File: src/rtl/ram_pkg.sv
// ram_pkg -- shared types and defaults for the DRAM refresh sequencer.
//   ref_state_e  : refresh sequencer state encoding
//   RAS_CYC_DEF  : default nRAS low time in CLK cycles
//   PRE_CYC_DEF  : default precharge time in CLK cycles
package ram_pkg;

  localparam int RAS_CYC_DEF = 3;
  localparam int PRE_CYC_DEF = 2;

  typedef enum logic [1:0] {
    ST_IDLE = 2'd0,
    ST_CAS  = 2'd1,
    ST_RAS  = 2'd2,
    ST_PRE  = 2'd3
  } ref_state_e;

endpackage

File: src/rtl/ram_refresh_if.sv
// ram_refresh_if -- refresh-timer / FSB handshake and DRAM strobe bundle.
//   RefReq, RefUrg  : refresh period level and urgency from the refresh timer
//   BACT, RAMCS     : FSB RAM access in progress / new access select
//   nRAS, nCAS      : active-low refresh strobes
//   RefAct          : refresh owns the RAM address/strobe mux
//   RAMHold         : blocks the start of new FSB RAM accesses
//   RefMiss         : count of refresh periods that ended unserviced
// Modports: master = the refresh controller, slave = its environment.
interface ram_refresh_if;
  logic       RefReq;
  logic       RefUrg;
  logic       BACT;
  logic       RAMCS;
  logic       nRAS;
  logic       nCAS;
  logic       RefAct;
  logic       RAMHold;
  logic [7:0] RefMiss;

  modport master (
    input  RefReq, RefUrg, BACT, RAMCS,
    output nRAS, nCAS, RefAct, RAMHold, RefMiss
  );

  modport slave (
    output RefReq, RefUrg, BACT, RAMCS,
    input  nRAS, nCAS, RefAct, RAMHold, RefMiss
  );
endinterface

File: src/rtl/ref_miss_cnt.sv
// ref_miss_cnt -- 8-bit saturating counter of missed refresh periods.
//   CLK   : clock, rising edge
//   RST   : synchronous active-high reset (the only way to clear the count)
//   inc_i : one-cycle pulse, a refresh period ended without a refresh
//   cnt_o : current count, sticks at 8'hFF
module ref_miss_cnt (
  input  logic       CLK,
  input  logic       RST,
  input  logic       inc_i,
  output logic [7:0] cnt_o
);

  logic [7:0] cnt_q, cnt_d;

  always_comb begin
    cnt_d = cnt_q;
    if (inc_i && (cnt_q != 8'hFF)) cnt_d = cnt_q + 8'd1;
  end

  always_ff @(posedge CLK) begin
    if (RST) cnt_q <= '0;
    else     cnt_q <= cnt_d;
  end

  assign cnt_o = cnt_q;

endmodule

File: src/rtl/ram_refresh.sv
// ram_refresh -- CAS-before-RAS DRAM refresh sequencer with FSB arbitration.
//   CLK  : FSB clock, all logic on the rising edge
//   RST  : synchronous active-high reset
//   bus  : ram_refresh_if.master (RefReq/RefUrg/BACT/RAMCS in;
//          nRAS/nCAS/RefAct/RAMHold/RefMiss out)
// Parameters: RAS_CYC (1..7) nRAS low cycles, PRE_CYC (1..7) precharge cycles.
// Build option: define REF_MISS_CNT_EN to generate the missed-refresh
// counter; otherwise RefMiss is tied to zero.
//
// state | meaning
// ------+--------------------------------------------------
// IDLE  | waiting for a pending refresh and a quiet FSB
// CAS   | nCAS low alone for one cycle (CAS-before-RAS)
// RAS   | nCAS and nRAS low for RAS_CYC cycles
// PRE   | both strobes high, bus still owned, PRE_CYC cycles
module ram_refresh
  import ram_pkg::*;
#(
  parameter int RAS_CYC = RAS_CYC_DEF,
  parameter int PRE_CYC = PRE_CYC_DEF
) (
  input  logic          CLK,
  input  logic          RST,
  ram_refresh_if.master bus
);

  ref_state_e state_q, state_d;
  logic [2:0] cnt_q, cnt_d;
  logic       done_q, done_d;
  logic       void_q, void_d;
  logic       nras_q, nras_d;
  logic       ncas_q, ncas_d;
  logic       act_q, act_d;
  logic       hold_q, hold_d;

  logic pending;
  logic start;
  logic seq_end;

  assign pending = bus.RefReq && !done_q;
  // Once RAMHold is up the FSB cannot legally start an access, so a RAMCS
  // seen then is stale and must not stall the refresh.
  assign start   = pending && !bus.BACT && (!bus.RAMCS || hold_q);
  assign seq_end = (state_q == ST_PRE) && (cnt_q == 3'd0);

  always_comb begin
    state_d = state_q;
    cnt_d   = cnt_q;
    case (state_q)
      ST_IDLE: begin
        cnt_d = 3'd0;
        if (start) state_d = ST_CAS;
      end
      ST_CAS: begin
        state_d = ST_RAS;
        cnt_d   = 3'(RAS_CYC - 1);
      end
      ST_RAS: begin
        if (cnt_q == 3'd0) begin
          state_d = ST_PRE;
          cnt_d   = 3'(PRE_CYC - 1);
        end else begin
          cnt_d = cnt_q - 3'd1;
        end
      end
      ST_PRE: begin
        if (cnt_q == 3'd0) state_d = ST_IDLE;
        else               cnt_d   = cnt_q - 3'd1;
      end
      default: state_d = ST_IDLE;
    endcase

    // Strobes are registered from the next state so they line up with it.
    ncas_d = !((state_d == ST_CAS) || (state_d == ST_RAS));
    nras_d = (state_d != ST_RAS);
    act_d  = (state_d != ST_IDLE);
    hold_d = (pending && bus.RefUrg) || (state_q != ST_IDLE);

    // A sequence that saw RefReq low belongs to the old period; it must not
    // mark the new period as refreshed.
    void_d = void_q;
    if (state_q == ST_IDLE)  void_d = 1'b0;
    else if (!bus.RefReq)    void_d = 1'b1;

    done_d = done_q;
    if (!bus.RefReq)               done_d = 1'b0;
    else if (seq_end && !void_q)   done_d = 1'b1;
  end

  always_ff @(posedge CLK) begin
    if (RST) begin
      state_q <= ST_IDLE;
      cnt_q   <= '0;
      done_q  <= 1'b0;
      void_q  <= 1'b0;
      nras_q  <= 1'b1;
      ncas_q  <= 1'b1;
      act_q   <= 1'b0;
      hold_q  <= 1'b0;
    end else begin
      state_q <= state_d;
      cnt_q   <= cnt_d;
      done_q  <= done_d;
      void_q  <= void_d;
      nras_q  <= nras_d;
      ncas_q  <= ncas_d;
      act_q   <= act_d;
      hold_q  <= hold_d;
    end
  end

  assign bus.nRAS    = nras_q;
  assign bus.nCAS    = ncas_q;
  assign bus.RefAct  = act_q;
  assign bus.RAMHold = hold_q;

`ifdef REF_MISS_CNT_EN
  // RefReq edge detect only feeds the miss counter.
  logic ref_req_r_q;
  logic ref_fall;

  always_ff @(posedge CLK) begin
    if (RST) ref_req_r_q <= 1'b0;
    else     ref_req_r_q <= bus.RefReq;
  end

  assign ref_fall = ref_req_r_q && !bus.RefReq;

  ref_miss_cnt u_miss_cnt (
    .CLK   (CLK),
    .RST   (RST),
    .inc_i (ref_fall && !done_q),
    .cnt_o (bus.RefMiss)
  );
`else
  assign bus.RefMiss = 8'h00;
`endif

endmodule

File: src/flat_wrapper.sv
// flat-port wrapper written by rule: the top's interface ports become plain ports
module ram_refresh_flat import ram_pkg::*;
#(
  parameter int RAS_CYC = RAS_CYC_DEF,
  parameter int PRE_CYC = PRE_CYC_DEF
)
  (CLK, RST, bus_RefReq, bus_RefUrg, bus_BACT, bus_RAMCS, bus_nRAS, bus_nCAS, bus_RefAct, bus_RAMHold, bus_RefMiss);
  ram_refresh_if bus_i ();
  input  logic CLK;
  input  logic RST;
  input wire logic [$bits(bus_i.RefReq)-1:0] bus_RefReq;
  input wire logic [$bits(bus_i.RefUrg)-1:0] bus_RefUrg;
  input wire logic [$bits(bus_i.BACT)-1:0] bus_BACT;
  input wire logic [$bits(bus_i.RAMCS)-1:0] bus_RAMCS;
  output wire logic [$bits(bus_i.nRAS)-1:0] bus_nRAS;
  output wire logic [$bits(bus_i.nCAS)-1:0] bus_nCAS;
  output wire logic [$bits(bus_i.RefAct)-1:0] bus_RefAct;
  output wire logic [$bits(bus_i.RAMHold)-1:0] bus_RAMHold;
  output wire logic [$bits(bus_i.RefMiss)-1:0] bus_RefMiss;
  assign bus_i.RefReq = bus_RefReq;
  assign bus_i.RefUrg = bus_RefUrg;
  assign bus_i.BACT = bus_BACT;
  assign bus_i.RAMCS = bus_RAMCS;
  assign bus_nRAS = bus_i.nRAS;
  assign bus_nCAS = bus_i.nCAS;
  assign bus_RefAct = bus_i.RefAct;
  assign bus_RAMHold = bus_i.RAMHold;
  assign bus_RefMiss = bus_i.RefMiss;
  ram_refresh #(.RAS_CYC(RAS_CYC), .PRE_CYC(PRE_CYC)) u_core (.CLK(CLK), .RST(RST), .bus(bus_i));
endmodule
File: config.mk
export PLATFORM = sky130hd
export DESIGN_NAME = ram_refresh_flat
export DESIGN_NICKNAME = d
export VERILOG_FILES = /design/src/rtl/ram_pkg.sv /design/src/rtl/ram_refresh_if.sv /design/src/rtl/ref_miss_cnt.sv /design/src/rtl/ram_refresh.sv /design/src/flat_wrapper.sv
export SDC_FILE = /design/constraint.sdc
export NUM_CORES = 1
export LEC_CHECK = 0
export CORE_UTILIZATION = 39
export DETAILED_ROUTE_END_ITERATION = 7
export PLACE_DENSITY = 0.7
export SYNTH_ARGS = -nofsm -noshare
export SYNTH_HDL_FRONTEND = slang
export SYNTH_SLANG_ARGS = --single-unit
File: constraint.sdc
create_clock -name CLK -period 3.1 [get_ports CLK]
set_input_delay 0.62 -clock CLK [delete_from_list [all_inputs] [get_ports CLK]]
set_output_delay 0.62 -clock CLK [all_outputs]
set_load 0.02 [all_outputs]
==> metrics.txt <==
Die Y=39.3 µm; Ports=18; startpoint types=register; Mapped Area=542 µm²; max cap viols=0; adder-cell area share of the yosys netlist=0.0924; post-route setup TNS=0 ps; root buffer cell=clkbuf_4; Tot GR Track Use=0.133; Final min period=1800 ps; via/cell ratio=4.67; Initial Util=0.416; Clock transition at path regs=70 ps; largest family of logic cells by synthesized area=simple AND/OR/NAND/NOR gates; CP top delay family=buffers and inverters; worst r2r path cells=7; Yosys cell types=25; most frequent cells in the layout=dfxtp_1 (11), clkdlybuf4s50_1 (9), conb_1 (8); CP max-delay cell=clkdlybuf4s50_1; core box area=1300 µm²; Setup violations, final=0; full die area=1540 µm²; required time of the critical path=2480 ps; Mapped Cells=59; first-pass GRT wire length=1.37 mm; Syn-to-layout area delta=18.0%; largest net degree at the start of global routing=12; total CTS buffers=3; Sink Count=11; initial antenna violation count=0; Routed wire per std cell=9.55 µm; most common cell after layout, fill and taps aside=dfxtp_1; CTS hold repair buffers=0; outcome=finished clean; crit path buf inv count=1; Cell Rows=13; clk buf depth=2; Hold Startpoint=u_core.cnt_q[0]$_SDFFE_PP0P_; Hold Crit Class=reg2reg; total wire length=812 µm; Final WS setup=1300 ps; RSZ-0062 raised after global routing=false; PostCTS Resize Cnt=0; sequential fraction of the synthesis area=0.406; Lkg Pwr=0.000267 µW; Worst-Skew Late Latency=260 ps; post-synthesis mux area share=0.0185; Ys Warns=0; remaining antenna violation count after routing=0; Worst Path Max Fanout=2; Iteration-0 DRC Markers=2; power per standard cell area=506 nW/µm²; DRC violations left=0; Setup Skew=1.23 ps; Worst VDD drop=335 µV; Place WS=1030 ps; gr ovfl total=0; Syn Area/Cell=9.18 µm²; total iterations of the first detailed-routing run=4; postcts setup bufs=0; Synth Area in Compound Gates=0.0739; vias in the first global route=337; launch point of the critical path=u_core.bus.RAMHold$_SDFF_PP0_; Fin. Hold Viols=0; count of pins over their slew limit=0; Antenna diodes=0; kind of critical path=reg2out; htree depth=1; DP HPWL=616 µm; xor/xnor share of the synthesized area=0; Placed Instance Area=613 µm²; Worst Setup End Kind=primary output; final std cells w/o fill=85; FMAX=555 MHz; CTS tree=yes; period utilization=0.581; share of cells above drive strength 1=0.0571; die width=39.3 µm; routability cong.=0.783; simple-gate portion of the synthesized area=0.256; worst r2r src=u_core.cnt_q[0]$_SDFFE_PP0P_; Critical Path AT=1180 ps; WP depth=1; final instance area=639 µm²; WHS=479 ps; DR vias=397; WHS Path Cells=1; Critical Path, Cell by Cell=clkdlybuf4s50_1; # port buffers=9; CP peak stage delay=600 ps; Nets=81; flops & latches, synth=11; placed cells=81
-- per-layer routing --
layer	vias up	GRT usage	share of wire
met5	-	0	0
li1	206	-	-
met3	0	0.0511	0.070
met4	0	0.0517	0
met1	174	0.157	0.45
met2	17	0.217	0.48
-- cells in the mapped netlist --
master,number,area share
nand2_1,1,0.0069
nor3b_1,2,0.028
nor2_1,4,0.028
nand2b_1,4,0.046
nand4b_1,2,0.032
nand3_1,2,0.018
buf_4,8,0.11
nand3b_1,2,0.028
mux2i_1,1,0.018
a2111oi_1,1,0.018
o21ai_0,1,0.0092
ha_1,4,0.092
conb_1,1,0.0069
dfxtp_1,11,0.41
inv_2,1,0.0069
clkbuf_1,1,0.0069
and3b_1,1,0.016
nor3_1,2,0.018
a31oi_1,2,0.023
inv_1,3,0.021
and3_1,1,0.012
nor2b_1,1,0.012
or3_1,1,0.012
o21bai_1,1,0.014
a21oi_1,1,0.0092
-- per-stage QoR --
stage	utilization	power, µW
global route	0.491	345
CTS	0.491	329
detailed placement	0.471	232
floorplan	-	214
finish	0.491	323
global placement	0.471	229
-- flip-flops by register name, summed over array words and instances, names as in the netlist --
register / cells
u_core.cnt_q: 3
u_core.bus.RefAct: 1
u_core.void_q: 1
u_core.state_q: 2
u_core.done_q: 1
u_core.bus.nRAS: 1
u_core.bus.RAMHold: 1
u_core.bus.nCAS: 1
-- cell families after synthesis --
| family | count (synthesis) |
|---|---|
| AOI/OAI and AO/OA | 6 |
| adders and majority gates | 4 |
| buffers and inverters | 13 |
| DFF | 11 |
| muxes | 1 |
| other | 1 |
| and+or+nand+nor | 23 |
-- where the power goes --
part,switching (µW),internal [µW]
clock,45.3,49.7
sequential,6.64,152
combinational,39.2,30.6
total,91.1,232
-- path summary, 6_finish.rpt --
| check | slack [ps] | end |
|---|---|---|
| setup / recovery | 1300 | bus_RAMHold |
| hold / removal | 480 | u_core.cnt_q[0]$_SDFFE_PP0P_ |
| setup reg to reg | 1360 | u_core.bus.nCAS$_SDFF_PP1_ |
| hold reg to reg | 480 | u_core.cnt_q[0]$_SDFFE_PP0P_ |
-- cell type report --
type	count	area, µm²
Tap cell	15	18.8
Timing Repair Buffer	9	90.1
Multi-Input combinational cell	42	269
Inverter	4	15.0
Sequential cell	11	220
Fill cell	138	662
Clock buffer	4	26.3
Note: power is estimated with default switching activity, not from simulation.
